===== config.mk =====
export PLATFORM = sky130hd
export DESIGN_NAME = dmem_arbiter
export DESIGN_NICKNAME = d
export VERILOG_FILES = /design/src/rtl/dmem_arbiter.sv
export SDC_FILE = /design/constraint.sdc
export NUM_CORES = 1
export LEC_CHECK = 0
export ABC_AREA = 1
export BUFFER_PORTS_ARGS = -buffer_cell sky130_fd_sc_hd__buf_2
export CAP_MARGIN = 30
export CORE_AREA = 4 4 224 226
export DETAILED_ROUTE_END_ITERATION = 16
export DIE_AREA = 0 0 228 230
export SLEW_MARGIN = 40
export SYNTH_ARGS = -nofsm -noshare
export SYNTH_HDL_FRONTEND = slang
export SYNTH_SLANG_ARGS = --single-unit

===== constraint.sdc =====
create_clock -name clk -period 1.39 [get_ports clk]
set_input_delay 0.278 -clock clk [delete_from_list [all_inputs] [get_ports clk]]
set_output_delay 0.278 -clock clk [all_outputs]
set_load 0.005 [all_outputs]

===== src/rtl/dmem_arbiter.sv =====
// Two-port arbiter (CPU port C, debug/loader port D) in front of a single
// fixed-latency data memory; sequences issue, latency wait and read capture.
module dmem_arbiter #(
    parameter int LATENCY     = 1,
    parameter bit ROUND_ROBIN = 1'b1
) (
    input  logic        clk,
    input  logic        rst,
    input  logic        c_req,
    input  logic        c_we,
    input  logic [63:0] c_addr,
    input  logic [63:0] c_wdata,
    output logic        c_gnt,
    output logic        c_rvalid,
    output logic [63:0] c_rdata,
    output logic        cpu_stall,
    input  logic        d_req,
    input  logic        d_we,
    input  logic [63:0] d_addr,
    input  logic [63:0] d_wdata,
    output logic        d_gnt,
    output logic        d_rvalid,
    output logic [63:0] d_rdata,
    output logic        m_en,
    output logic        m_we,
    output logic [63:0] m_addr,
    output logic [63:0] m_wdata,
    input  logic [63:0] m_rdata
);

    localparam int CNT_W = (LATENCY > 2) ? $clog2(LATENCY - 1) : 1;

    typedef enum logic [1:0] {
        S_IDLE  = 2'd0,
        S_ISSUE = 2'd1,
        S_WAIT  = 2'd2,
        S_CAPT  = 2'd3
    } state_t;

    state_t             r_state;
    logic               r_last_d;
    logic               r_sel_d;
    logic [CNT_W-1:0]   r_cnt;
    logic               r_m_en;
    logic               r_m_we;
    logic [63:0]        r_m_addr;
    logic [63:0]        r_m_wdata;
    logic               r_c_gnt;
    logic               r_d_gnt;
    logic               r_c_rvalid;
    logic               r_d_rvalid;
    logic [63:0]        r_c_rdata;
    logic [63:0]        r_d_rdata;

    logic               w_c_elig;
    logic               w_d_elig;
    logic               w_pick_d;
    logic               w_win_we;
    logic [63:0]        w_win_addr;
    logic [63:0]        w_win_wdata;

    // A port in its rvalid cycle still shows the old request, so it sits out.
    assign w_c_elig = c_req & ~r_c_rvalid;
    assign w_d_elig = d_req & ~r_d_rvalid;

    // Winner selection for the current IDLE cycle.
    always_comb begin
        if (w_c_elig && w_d_elig) begin
            w_pick_d = (ROUND_ROBIN != 1'b0) ? ~r_last_d : 1'b0;
        end else begin
            w_pick_d = w_d_elig;
        end
    end

    assign w_win_we    = w_pick_d ? d_we    : c_we;
    assign w_win_addr  = w_pick_d ? d_addr  : c_addr;
    assign w_win_wdata = w_pick_d ? d_wdata : c_wdata;

    // Access sequencer: arbitration, issue, latency wait and read capture.
    always_ff @(posedge clk) begin
        if (rst) begin
            r_state    <= S_IDLE;
            r_last_d   <= 1'b1;
            r_sel_d    <= 1'b0;
            r_cnt      <= '0;
            r_m_en     <= 1'b0;
            r_m_we     <= 1'b0;
            r_m_addr   <= 64'd0;
            r_m_wdata  <= 64'd0;
            r_c_gnt    <= 1'b0;
            r_d_gnt    <= 1'b0;
            r_c_rvalid <= 1'b0;
            r_d_rvalid <= 1'b0;
            r_c_rdata  <= 64'd0;
            r_d_rdata  <= 64'd0;
        end else begin
            r_c_rvalid <= 1'b0;
            r_d_rvalid <= 1'b0;
            case (r_state)
                S_IDLE: begin
                    if (w_c_elig || w_d_elig) begin
                        r_m_en    <= 1'b1;
                        r_m_we    <= w_win_we;
                        r_m_addr  <= w_win_addr;
                        r_m_wdata <= w_win_wdata;
                        r_c_gnt   <= ~w_pick_d;
                        r_d_gnt   <= w_pick_d;
                        r_last_d  <= w_pick_d;
                        r_sel_d   <= w_pick_d;
                        r_state   <= S_ISSUE;
                    end else begin
                        r_m_en    <= 1'b0;
                    end
                end
                S_ISSUE: begin
                    r_m_en  <= 1'b0;
                    r_m_we  <= 1'b0;
                    r_c_gnt <= 1'b0;
                    r_d_gnt <= 1'b0;
                    if (r_m_we) begin
                        r_state <= S_IDLE;
                    end else if (LATENCY == 1) begin
                        r_state <= S_CAPT;
                    end else begin
                        r_cnt   <= CNT_W'(LATENCY - 2);
                        r_state <= S_WAIT;
                    end
                end
                S_WAIT: begin
                    if (r_cnt == '0) begin
                        r_state <= S_CAPT;
                    end else begin
                        r_cnt   <= r_cnt - 1'b1;
                    end
                end
                S_CAPT: begin
                    if (r_sel_d) begin
                        r_d_rdata  <= m_rdata;
                        r_d_rvalid <= 1'b1;
                    end else begin
                        r_c_rdata  <= m_rdata;
                        r_c_rvalid <= 1'b1;
                    end
                    r_state <= S_IDLE;
                end
                default: begin
                    r_state <= S_IDLE;
                end
            endcase
        end
    end

    assign c_gnt    = r_c_gnt;
    assign d_gnt    = r_d_gnt;
    assign c_rvalid = r_c_rvalid;
    assign d_rvalid = r_d_rvalid;
    assign c_rdata  = r_c_rdata;
    assign d_rdata  = r_d_rdata;
    assign m_en     = r_m_en;
    assign m_we     = r_m_we;
    assign m_addr   = r_m_addr;
    assign m_wdata  = r_m_wdata;

    // A granted CPU write completes in its grant cycle; reads stall until rvalid.
    assign cpu_stall = c_req & ~(r_c_gnt & r_m_we) & ~r_c_rvalid;

endmodule


# Word-level counts from Yosys, hierarchy flattened
# Cells that the tools add are included.
# op_classes
eq_ne	5
muxes	19
reduce_logical	10
n_bitwise	12
add_sub_neg	1
# ops
op	count
$mux 64	2
$reduce_and 2->1	5
$mux 1	9
$pmux 1 s2	4
$pmux 2 s4	1
$not 1->1	7
$mux 2	3
$and 1x1->1	5
$eq 2x2->1 const B	2
$ne 2x2->1 const B	2
$eq 2x1->1 const B	1
$logic_not 2->1	1
$reduce_bool 2->1	1
$reduce_or 2->1	1
$logic_and 1x1->1	1
$logic_or 1x1->1	1
$sub 1x1->1 const B	1
# totals
out_inout_bits	263
word_cells	61
inputBits	326
regBits	267

# Logic depth before layout (Yosys ltp)
# Gate-level depths: netlist of run 1.
# logic_depth
ltp_word	7
depth_mapped	9
ltp_nobuf	8

# Worst setup path before layout of run 1
# No wires, ideal clock.
# synth_path
path_type	reg2reg
from	register r_c_rvalid (netlist: c_rvalid)
to	register r_m_addr[34] (netlist: m_addr[34])
t_arrival_ns	1.085
path_slack_ns	0.172
n_path_buf	2
setup_time_ns	0.132
synth_period_minus_slack_ns	1.218
stages_incl_launch_ff	10
required_time_ns	1.258
cell_sequence	dfxtp_1 -> inv_1 -> nand2_1 -> nand2_1 -> nand2_4 -> inv_2 -> buf_4 -> buf_2 -> nand2_1 -> a21oi_1
# synth_between
elab_chain_len	5
elab_cells_between_ends	7
cone_classes	mux: 2; bitwise: 2; reduce/logical: 3
# synth_lines
element	line_no	text
start, declared	50	logic r_c_rvalid;
start signal, assigned	92	r_c_rvalid <= 1'b0;
start signal, assigned	97	r_c_rvalid <= 1'b0;
start signal, assigned	142	r_c_rvalid <= 1'b1;
$not 1->1 *	63	assign w_c_elig = c_req & ~r_c_rvalid;
$and 1x1->1 *	63	
$logic_and 1x1->1	68	if (w_c_elig && w_d_elig) begin
$mux 1	68	
$mux 64	76	assign w_win_addr = w_pick_d ? d_addr : c_addr;
end signal, assigned	104	r_m_addr <= w_win_addr;
end, declared	46	logic [63:0] r_m_addr;
# Mark *: on every way between the ends. The rest lies on a longest branch, timed or not.
# A chain may end at the register's enable or synchronous reset.

# Worst setup path in the final report of run 1
# layout_path
from	register r_c_rvalid (netlist: c_rvalid)
to	output cpu_stall
# layout_between
elab_chain_len	2
# layout_lines
element	line_no	text
$not 1->1	165	assign cpu_stall = c_req & ~(r_c_gnt & r_m_we) & ~r_c_rvalid;
$and 1x1->1	165	
end, declared	16	output logic cpu_stall,
# No other way between the ends.

==> summary.md, run 1 <==
| Metric | Value |
|---|---|
| Layout Area Growth over Synthesis | `73.8%` |
| Number of nets in the synthesized netlist | `1917` |
| Share of the synthesized area in the top cell type | `48.2%` |
| Final hold violation count | `0` |
| Final core utilization | `39.7%` |
| I/O pin total | `589` |
| Unrepaired setup endpoints after global routing | `yes` |
| Post-synthesis cell type count | `18` |
| Total track usage | `18.1%` |
| Number of buffers on the longest clock path | `3` |
| Number of clock buffers inserted by TritonCTS | `30` |
| Number of failing setup endpoints in the final timing report | `135` |
| Detailed-routing iteration count for the pre-antenna-repair pass | `6` |
| CTS Root Cell | `sky130_fd_sc_hd__clkbuf_16` |
| Class of the tightest hold or removal check | `input pin to flop` |
| I/O Buffers | `588` |
| EDFF count, synth | `0` |
| Clock latency at the later pin of the worst-skew pair | `580 ps` |
| Maximum Capacitance Violations | `0` |
| Maximum number of pins on one net before global-route repair | `82` |
| PnR Total Power | `25.4 mW` |
| Pwr Density | `1320 mW/mm^2` |
| Most repeated cell in the gate-level netlist after synthesis | `sky130_fd_sc_hd__nand2_1` |
| Final hold slack | `38.9 ps` |
| Area of the core | `0.0483 sq mm` |
| Worst-path maximum fanout | `2` |
| Violated checks | `setup timing` |
| Smallest setup slack after layout | `-288 ps` |
| Kind of end point of the critical path | `output port` |
| Worst relative slew slack | `68.5%` |
| #FFs+latches synth | `266` |
| Detail-routed via count per cell | `4.59` |
| Final worst-path cycle share | `121%` |
| Number of cells produced by synthesis | `1591` |
| Hold path start | `c_wdata[32]` |
| TritonCTS clock tree | `done` |
| Dpl hpwl | `33400 microns` |
| Launch point of the critical path | `c_rvalid$_SDFF_PP0_` |
| Total Routed Length | `51700 microns` |
| Layout filler cell count | `4828` |
| Combined area of all synthesized cells | `0.0110 sq mm` |
| DIE HEIGHT | `230 microns` |
| Peak supply drop | `0.978 mV` |
| Critical path data arrival time | `1400 ps` |
| Number of placement rows | `81` |
| Cell Area, Placed | `0.0151 sq mm` |
| Worst R2R Start | `c_rvalid$_SDFF_PP0_` |
| Share of layout cells above drive strength 1 | `43.6%` |
| Fin Clk Skew | `25.4 ps` |
| Static leakage | `9.35 nW` |
| Highest achievable clock rate | `0.596 GHz` |
| Most area-hungry cell type in the Yosys netlist | `sky130_fd_sc_hd__dfxtp_1` |
| Measured slew at the worst slew-check pin | `472 ps` |
| Count of warnings emitted by yosys | `0` |
| Final min period | `1680 ps` |
| Share of synthesized flip-flops with an asynchronous set or reset | `0%` |
| Main area contributors after synthesis | `sky130_fd_sc_hd__dfxtp_1 48%, sky130_fd_sc_hd__nand2_1 18%, sky130_fd_sc_hd__a21oi_1 9.0%` |
| Crit Path Class | `flop to output port` |
| Global-route wire length before repair | `76500 microns` |
| Final std cell area, no fill | `0.0192 sq mm` |
| Area of the die | `0.0524 sq mm` |
| Detailed-route wire length per cell | `17.6 microns` |
| Status | `finished, violations left` |
| Crit start category | `flop` |
| Final nets | `2618` |
| Average footprint of a synthesized cell | `6.94 sq um` |
| Max-slew violation count | `0` |
| Drt drc | `0` |
| Effective utilization at floorplan | `22.8%` |
| Detailed-route via count | `13500` |
| Antenna violations before repair | `2` |
| Die Width | `228 microns` |
| Prevailing post-synth register cell | `sky130_fd_sc_hd__dfxtp_1` |
| H-Tree Depth | `1` |
| Req. time, crit path | `1110 ps` |
| Gr ovfl total | `0` |
| Share of synthesized area occupied by flip-flops and latches | `48.2%` |
| Final weighted congestion in routability-driven placement | `0.947` |
| Starting DRT DRC Count | `709` |
| CTS sink cnt | `266` |
| Setup WS pre-CTS | `-161 ps` |
| Clock slew at reported path FFs | `70 ps` |
| Commonest cells in the synthesized netlist | `522 x sky130_fd_sc_hd__nand2_1, 266 x sky130_fd_sc_hd__dfxtp_1, 198 x sky130_fd_sc_hd__a21oi_1` |
| Final antenna-violating net count | `0` |
| Number of global-route vias before repair | `13400` |
==> power by group <==
group | internal, mW | switching (mW) | total (mW)
combinational | 3.85 | 4.04 | 7.88
sequential | 8.44 | 0.480 | 8.92
clock | 5.26 | 3.34 | 8.59
total | 17.5 | 7.85 | 25.4
==> flip-flops by register name (all words and copies together), names as in the netlist, 2 cells and up <==
| name | cells |
|---|---|
| r_state | 2 |
| m_addr | 64 |
| m_wdata | 64 |
| c_rdata | 64 |
| d_rdata | 64 |
==> stage by stage <==
step | instances | TNS, ps
after global placement | 2757 | -9180
after floorplan | 1591 | 0
final | 2937 | -23930
after global routing | 2937 | -35970
after detailed placement | 2757 | -10180
after CTS | 2926 | -24610
==> worst max-delay path: stages (launching register included) <==
cell and delay [ps]:
sky130_fd_sc_hd__dfxtp_2 320, sky130_fd_sc_hd__inv_2 50, sky130_fd_sc_hd__nand2_2 50, sky130_fd_sc_hd__buf_6 130, sky130_fd_sc_hd__a21oi_4 120, sky130_fd_sc_hd__buf_2 150
==> cell type report <==
type                    count  area [sq um]  share of cell area, %
diodes                      1          2.50                 0.0130
clock buffers              43           870                   4.53
clock inverters            11           198                   1.03
inverters                  73           287                   1.49
multi-input cells        1125          5740                   29.9
flip-flops and latches    266          5360                   27.9
well taps                 622           778                   4.05
repair buffers            796          5960                   31.1
==> cell families (layout without fill, tap and decap cells) <==
logic type             Yosys count  count (layout)  share of synthesized area [%]
buffers and inverters          200             923                           8.05
other                            0               1                              0
DFF                            266             266                           48.2
and+or+nand+nor                798             798                           28.9
AOI/OAI and AO/OA              327             327                           14.8
==> worst paths after layout <==
| check | cells after the start | slack [ps] | to |
|---|---|---|---|
| setup reg to reg | 11 | -260 | m_wdata[23]$_SDFFE_PP0P_ |
| hold reg to reg | 2 | 440 | d_rdata[14]$_SDFFE_PP0P_ |
| setup / recovery | 5 | -290 | cpu_stall |
| hold / removal | 5 | 40 | m_wdata[32]$_SDFFE_PP0P_ |
==> what timing repair did <==
action                     CTS  global route
cloned                      22             5
buffers inserted            31            10
hold endpoints to repair   119             0
hold buffers                65             0
setup endpoints to repair  148           151
pin swaps                   37            42
resized for setup          211           134
==> layer usage <==
layer	track usage [%]	vias up	part of all wire, %
met3	5.28	87	8.7
met5	0	-	0.025
met1	21.8	6296	39
met2	31.3	576	49
li1	-	6521	-
met4	5.57	2	3.1
==> cell usage in the layout, fill, tap and decap left out, drive strengths merged <==
master / count
buf: 726
nand2: 523
dfxtp: 266
a21oi: 198
nor2: 137
nand3: 136
o21ai: 129
inv: 74
dlygate4sd3: 65
clkbuf: 47
bufinv: 5
clkinv: 4
diode: 1
or2: 1
nand4: 1
clkinvlp: 1
bufbuf: 1
No activity file was read; power rests on OpenSTA's default activity.
==> run 2: changes to the inputs <==
==> constraint.sdc (replaced) <==
create_clock -name clk -period 1.96 [get_ports clk]
set_input_delay 0.392 -clock clk [delete_from_list [all_inputs] [get_ports clk]]
set_output_delay 0.392 -clock clk [all_outputs]
set_load 0.005 [all_outputs]
==> summary.md, run 2 (synthesis gave the netlist of run 1 again) <==
| Metric | Value |
|---|---|
| Total Routed Length | `42800 microns (-17%)` |
| Clock slew at reported path FFs | `60 ps (about the same)` |
| Leading cell types in the layout, fill and taps excluded | `587 x sky130_fd_sc_hd__buf_2, 521 x sky130_fd_sc_hd__nand2_1, 266 x sky130_fd_sc_hd__dfxtp_1, 197 x sky130_fd_sc_hd__a21oi_1` |
| Class of the tightest hold or removal check | `input pin to flop` |
| Share of layout cells above drive strength 1 | `32.0% (-12 points)` |
| Layout Area Growth over Synthesis | `42.8%` |
| Req. time, crit path | `1570 ps (+460 ps)` |
| Number of buffers on the longest clock path | `3 (unchanged)` |
| Area of the core | `0.0483 sq mm (unchanged)` |
| Kind of end point of the critical path | `output port` |
| Leading cell type in the layout, fill and taps excluded | `sky130_fd_sc_hd__buf_2` |
| Layout filler cell count | `5233 (+8.4%)` |
| Detail-routed via count per cell | `4.47 (-2.6%)` |
| Detailed-routing iteration count for the pre-antenna-repair pass | `6 (unchanged)` |
| Final worst-path cycle share | `93.5%` |
| Number of failing setup endpoints in the final timing report | `0 (-100%)` |
| Worst relative slew slack | `42.3% (-26 points)` |
| Slowest stage cell, crit path | `sky130_fd_sc_hd__dfxtp_1` |
| Maximum Capacitance Violations | `0 (unchanged)` |
| Total setup buffers inserted after CTS | `0 (-100%)` |
| Clock latency at the later pin of the worst-skew pair | `570 ps (about the same)` |
| Critical path data arrival time | `1440 ps (+40 ps)` |
| Critical Path Max Stage Delay | `320 ps (about the same)` |
| Dpl hpwl | `30900 microns (-7.3%)` |
| Peak supply drop | `0.613 mV (-37%)` |
| Final min period | `1830 ps` |
| Drt drc | `0 (unchanged)` |
| Number of placement rows | `81 (unchanged)` |
| Measured slew at the worst slew-check pin | `865 ps (+393 ps)` |
| Final total negative setup slack | `0 ps (+23930 ps)` |
| Final hold violation count | `0 (unchanged)` |
| Detailed-route via count | `12400 (-8.4%)` |
| Maximum number of pins on one net before global-route repair | `138 (+68%)` |
| Placed cell count | `2702 (-2.0%)` |
| H-Tree Depth | `1 (unchanged)` |
| Crit start category | `flop` |
| Final antenna-violating net count | `0 (unchanged)` |
| Crit Path Class | `flop to output port` |
| CTS Root Cell | `sky130_fd_sc_hd__clkbuf_16` |
| Starting DRT DRC Count | `595 (-16%)` |
| Antenna violations before repair | `8 (+6)` |
| Area of the die | `0.0524 sq mm (unchanged)` |
| Highest achievable clock rate | `0.546 GHz` |
| I/O Buffers | `588 (unchanged)` |
| Static leakage | `7.97 nW (-15%)` |
| Unrepaired setup endpoints after global routing | `no` |
| Cell Area, Placed | `0.0146 sq mm (-3.3%)` |
| Global-route wire length before repair | `66300 microns (-13%)` |
| Die Width | `228 microns (unchanged)` |
| Pwr Density | `1020 mW/mm^2 (-23%)` |
| Number of clock buffers inserted by TritonCTS | `31 (+3.3%)` |
| CTS sink cnt | `266 (unchanged)` |
| Status | `completed` |
| Critical path, cell by cell | `inv_2, nand2_1, buf_4, a21oi_2, buf_2` |
| Total track usage | `15.3% (-2.8 points)` |
| Final nets | `2439 (-6.8%)` |
| I/O pin total | `589 (unchanged)` |
| Final std cell area, no fill | `0.0158 sq mm (-18%)` |
| Final weighted congestion in routability-driven placement | `0.920 (-2.9%)` |
| DIE HEIGHT | `230 microns (unchanged)` |
| PnR Total Power | `16.0 mW (-37%)` |
| Number of cells in the finished layout apart from fillers | `2762 (-6.0%)` |
| Max-slew violation count | `0 (unchanged)` |
| Effective utilization at floorplan | `22.8% (unchanged)` |
| Detailed-route wire length per cell | `15.5 microns (-12%)` |
| Number of global-route vias before repair | `12000 (-10%)` |
| Fin Clk Skew | `18.1 ps (-7.25 ps)` |
| Worst-path maximum fanout | `2 (unchanged)` |
| Gr ovfl total | `0 (unchanged)` |
| TritonCTS clock tree | `done` |
## run 2: changes by cell type in the layout (fill, tap and decap cells not counted), moves of 43 or more
cell,before,now
sky130_fd_sc_hd__nand3_2,68,0
sky130_fd_sc_hd__dlygate4sd3_1,65,0
sky130_fd_sc_hd__a21oi_1,154,197
sky130_fd_sc_hd__nand2_2,63,0
sky130_fd_sc_hd__nand2_1,440,521
sky130_fd_sc_hd__nand3_1,62,134
## run 2: critical path, delay by kind of cell, from the launching register on
kind	cells	cell delay [ps]
AND/OR/NAND/NOR	1	90
buffers and inverters	3	380
flip-flops	1	320
AO/OA/AOI/OAI	1	100
## run 2: layout make-up
cell class | count | area (sq um) | area share [%]
Sequential cell | 266 | 5330 | 33.8
Multi-Input combinational cell | 1125 | 4870 | 30.9
Timing Repair Buffer | 616 | 3380 | 21.4
Clock buffer | 41 | 893 | 5.67
Tap cell | 622 | 778 | 4.94
Inverter | 73 | 277 | 1.75
Clock inverter | 16 | 234 | 1.48
Antenna cell | 3 | 7.51 | 0.0476
## run 2: metal layers
metal / vias up / wire (microns) / GRT usage (%)
met1: 5656 / 17300 / 18.3
met2: 468 / 20400 / 26.0
met5: - / 40 / 0
met4: 6 / 1200 / 4.78
li1: 6138 / - / -
met3: 84 / 3930 / 5.09
## run 2: final timing paths
path / start / endpoint / slack [ps] / cells past startpoint
setup / recovery: c_rvalid$_SDFF_PP0_ / cpu_stall / 130 / 5
setup reg to reg: c_rvalid$_SDFF_PP0_ / m_addr[36]$_SDFFE_PP0P_ / 310 / 7
hold / removal: m_rdata[34] / c_rdata[34]$_SDFFE_PP0P_ / 60 / 3
hold reg to reg: d_rdata[47]$_SDFFE_PP0P_ / d_rdata[47]$_SDFFE_PP0P_ / 440 / 2
## run 2: through the flow
| stage | worst slack, ps | hold slack (ps) | utilization, % |
|---|---|---|---|
| after CTS | 16.3 | 18.6 | 32.6 |
| after floorplan | 692 | 440 | - |
| final | 128 | 56.2 | 32.6 |
| after global routing | 7.51 | 42.2 | 32.6 |
| after global placement | 236 | 427 | 30.3 |
| after detailed placement | 197 | 435 | 30.3 |
## run 2: where the power goes
group / switching (mW) / internal (mW) / leakage, nW / total, mW
clock: 2.42 / 3.87 / 0.554 / 6.30
sequential: 0.306 / 5.97 / 2.17 / 6.28
combinational: 2.09 / 1.37 / 5.24 / 3.46
## run 2: repair_timing
item,CTS,global route
setup endpoints to repair,1,1
resized for setup,1,1
hold buffers,0,0
gates cloned,0,0
==> run 3: changes to the inputs <==
--- a/config.mk
+++ b/config.mk
@@ -11,6 +11,7 @@
 export CORE_AREA = 4 4 224 226
 export DETAILED_ROUTE_END_ITERATION = 16
 export DIE_AREA = 0 0 228 230
+export GPL_TIMING_DRIVEN = 0
 export SLEW_MARGIN = 40
 export SYNTH_ARGS = -nofsm -noshare
 export SYNTH_HDL_FRONTEND = slang
==> summary.md, run 3 (synthesis gave the netlist of run 1 again) <==
| Metric | Value |
|---|---|
| Static leakage | `8.14 nW (+2.2%)` |
| Maximum Capacitance Violations | `0 (unchanged)` |
| Status | `completed` |
| Area of the core | `0.0483 sq mm (unchanged)` |
| Detail-routed via count per cell | `4.49 (+0.30%)` |
| Global-route wire length before repair | `73900 microns (+11%)` |
| Detailed-route wire length per cell | `17.2 microns (+11%)` |
| Drt drc | `0 (unchanged)` |
| Layout Area Growth over Synthesis | `44.9%` |
| Kind of end point of the critical path | `output port` |
| Req. time, crit path | `1570 ps (about the same)` |
| Antenna violations before repair | `7 (-1)` |
| Max-slew violation count | `0 (unchanged)` |
| Final nets | `2549 (+4.5%)` |
| Layout filler cell count | `5312 (+1.5%)` |
| Detailed-route via count | `12900 (+4.2%)` |
| Effective utilization at floorplan | `22.8% (unchanged)` |
| DIE HEIGHT | `230 microns (unchanged)` |
| Clock latency at the later pin of the worst-skew pair | `590 ps (+20 ps)` |
| Measured slew at the worst slew-check pin | `631 ps (-234 ps)` |
| Starting DRT DRC Count | `550 (-7.6%)` |
| Crit Path Class | `flop to output port` |
| Crit start category | `flop` |
| Maximum number of pins on one net before global-route repair | `17 (-88%)` |
| Area of the die | `0.0524 sq mm (unchanged)` |
| Class of the tightest hold or removal check | `input pin to flop` |
| Fin Clk Skew | `6.88 ps (-11.2 ps)` |
| I/O Buffers | `588 (unchanged)` |
| Critical path data arrival time | `1520 ps (+80 ps)` |
| Final weighted congestion in routability-driven placement | `0.992 (+7.8%)` |
| Final worst-path cycle share | `97.5% (+4.0 points)` |
| Dpl hpwl | `39700 microns (+28%)` |
| Worst-path maximum fanout | `2 (unchanged)` |
| TritonCTS clock tree | `done` |
| Peak supply drop | `0.717 mV (+17%)` |
| Worst relative slew slack | `57.9% (+16 points)` |
| Clock slew at reported path FFs | `60 ps (about the same)` |
| Storage cell area | `0.00533 sq mm (unchanged)` |
| Leading cell type in the layout, fill and taps excluded | `sky130_fd_sc_hd__buf_2` |
| CTS Root Cell | `sky130_fd_sc_hd__clkbuf_16` |
| Number of placement rows | `81 (unchanged)` |
| I/O pin total | `589 (unchanged)` |
| Final core utilization | `33.1% (+0.48 points)` |
| Die Width | `228 microns (unchanged)` |
| CTS sink cnt | `266 (unchanged)` |
| Final hold violation count | `0 (unchanged)` |
| Area of the multi-input gates | `0.00483 sq mm (-0.80%)` |
| PnR Total Power | `16.1 mW (+0.43%)` |
| Unrepaired setup endpoints after global routing | `yes` |
| H-Tree Depth | `1 (unchanged)` |
| Gr ovfl total | `0 (unchanged)` |
| Number of global-route vias before repair | `12700 (+5.3%)` |
| Critical Path Max Stage Delay | `320 ps (about the same)` |
| Highest achievable clock rate | `0.523 GHz (-4.1%)` |
| Slowest stage cell, crit path | `sky130_fd_sc_hd__dfxtp_1` |
| Final antenna-violating net count | `0 (unchanged)` |
| Detailed-routing iteration count for the pre-antenna-repair pass | `5 (-1)` |
| Critical path, cell by cell | `inv_1, nand2_1, a21oi_1, buf_2` |
| Antenna Diode Count | `0 (-3)` |
| Total track usage | `17.6% (+2.4 points)` |
| Pwr Density | `1010 mW/mm^2 (-1.0%)` |
| Number of failing setup endpoints in the final timing report | `0 (unchanged)` |
| Share of layout cells above drive strength 1 | `32.2% (+0.21 points)` |
| Leading cell types in the layout, fill and taps excluded | `635 x sky130_fd_sc_hd__buf_2, 522 x sky130_fd_sc_hd__nand2_1, 266 x sky130_fd_sc_hd__dfxtp_1, 198 x sky130_fd_sc_hd__a21oi_1` |
| Number of buffers on the longest clock path | `3 (unchanged)` |
| Total Routed Length | `49200 microns (+15%)` |
| Number of clock buffers inserted by TritonCTS | `31 (unchanged)` |
| Final min period | `1910 ps (+78.5 ps)` |
[run 3: cell types whose count changed in the layout (fill, tap and decap cells not counted), moves of 8 or more]
| cell | before | now |
|---|---|---|
| sky130_fd_sc_hd__clkbuf_1 | 2 | 54 |
| sky130_fd_sc_hd__buf_2 | 587 | 635 |
| sky130_fd_sc_hd__buf_12 | 18 | 0 |
| sky130_fd_sc_hd__dlygate4sd3_1 | 0 | 10 |
| sky130_fd_sc_hd__clkbuf_4 | 0 | 9 |
| sky130_fd_sc_hd__buf_4 | 11 | 19 |
[run 3: critical path, delay by kind of cell (launching register included)]
kind            cells  cell delay, ps
flops               1             320
simple gates        1             180
buf+inv             2             220
compound gates      1             210
[run 3: final cells by class]
class	count	area share, %
flip-flops and latches	266	33.3
plain buffers	127	4.04
well taps	622	4.86
clock inverters	20	1.77
clock buffers	37	5.05
multi-input cells	1125	30.2
repair buffers	599	19.1
inverters	73	1.71
[run 3: routing by layer]
layer	global-route usage (%)	routed length, microns	up-vias
li1	-	-	6367
met1	20.4	19800	5942
met2	30.7	23500	457
met3	6.23	4190	89
met4	5.40	1670	14
met5	0	78	-
[run 3: report_power, final]
| group | leakage (nW) | switching, mW | internal, mW |
|---|---|---|---|
| registers | 2.17 | 0.319 | 5.97 |
| logic | 5.44 | 2.23 | 1.39 |
| clock network | 0.530 | 2.43 | 3.75 |
| total | 8.14 | 4.99 | 11.1 |
[run 3: path summary, 6_finish.rpt]
path,slack [ps],start,endpoint,depth (start not counted)
worst min register to register,440,d_rdata[25]$_SDFFE_PP0P_,d_rdata[25]$_SDFFE_PP0P_,2
worst max-delay path,50,c_rvalid$_SDFF_PP0_,cpu_stall,4
worst max register to register,120,c_rvalid$_SDFF_PP0_,m_wdata[63]$_SDFFE_PP0P_,9
worst min-delay path,50,m_rdata[43],c_rdata[43]$_SDFFE_PP0P_,3
[run 3: repair_timing]
| action | CTS | global route |
|---|---|---|
| cloned | 0 | 0 |
| buffers inserted | 0 | 1 |
| hold buffers | 10 | 0 |
| endpoints found under the hold margin | 10 | 0 |
| resized for setup | 3 | 12 |
| endpoints found under the setup margin | 14 | 39 |
[run 3: metrics by stage]
step | hold WS [ps] | worst slack [ps] | setup TNS [ps] | std cells | cell area (sq um)
2_1_floorplan | 440 | 692 | 0 | 1591 | 11000
3_3_place_gp | 430 | -143 | -4300 | 2801 | 14800
3_5_place_dp | 434 | -216 | -13220 | 2801 | 14800
4_1_cts | 2.02 | 29.4 | 0 | 2868 | 16000
5_1_grt | 30.8 | -34.9 | -81.5 | 2869 | 16000
6_report | 48.0 | 49.7 | 0 | 2869 | 16000
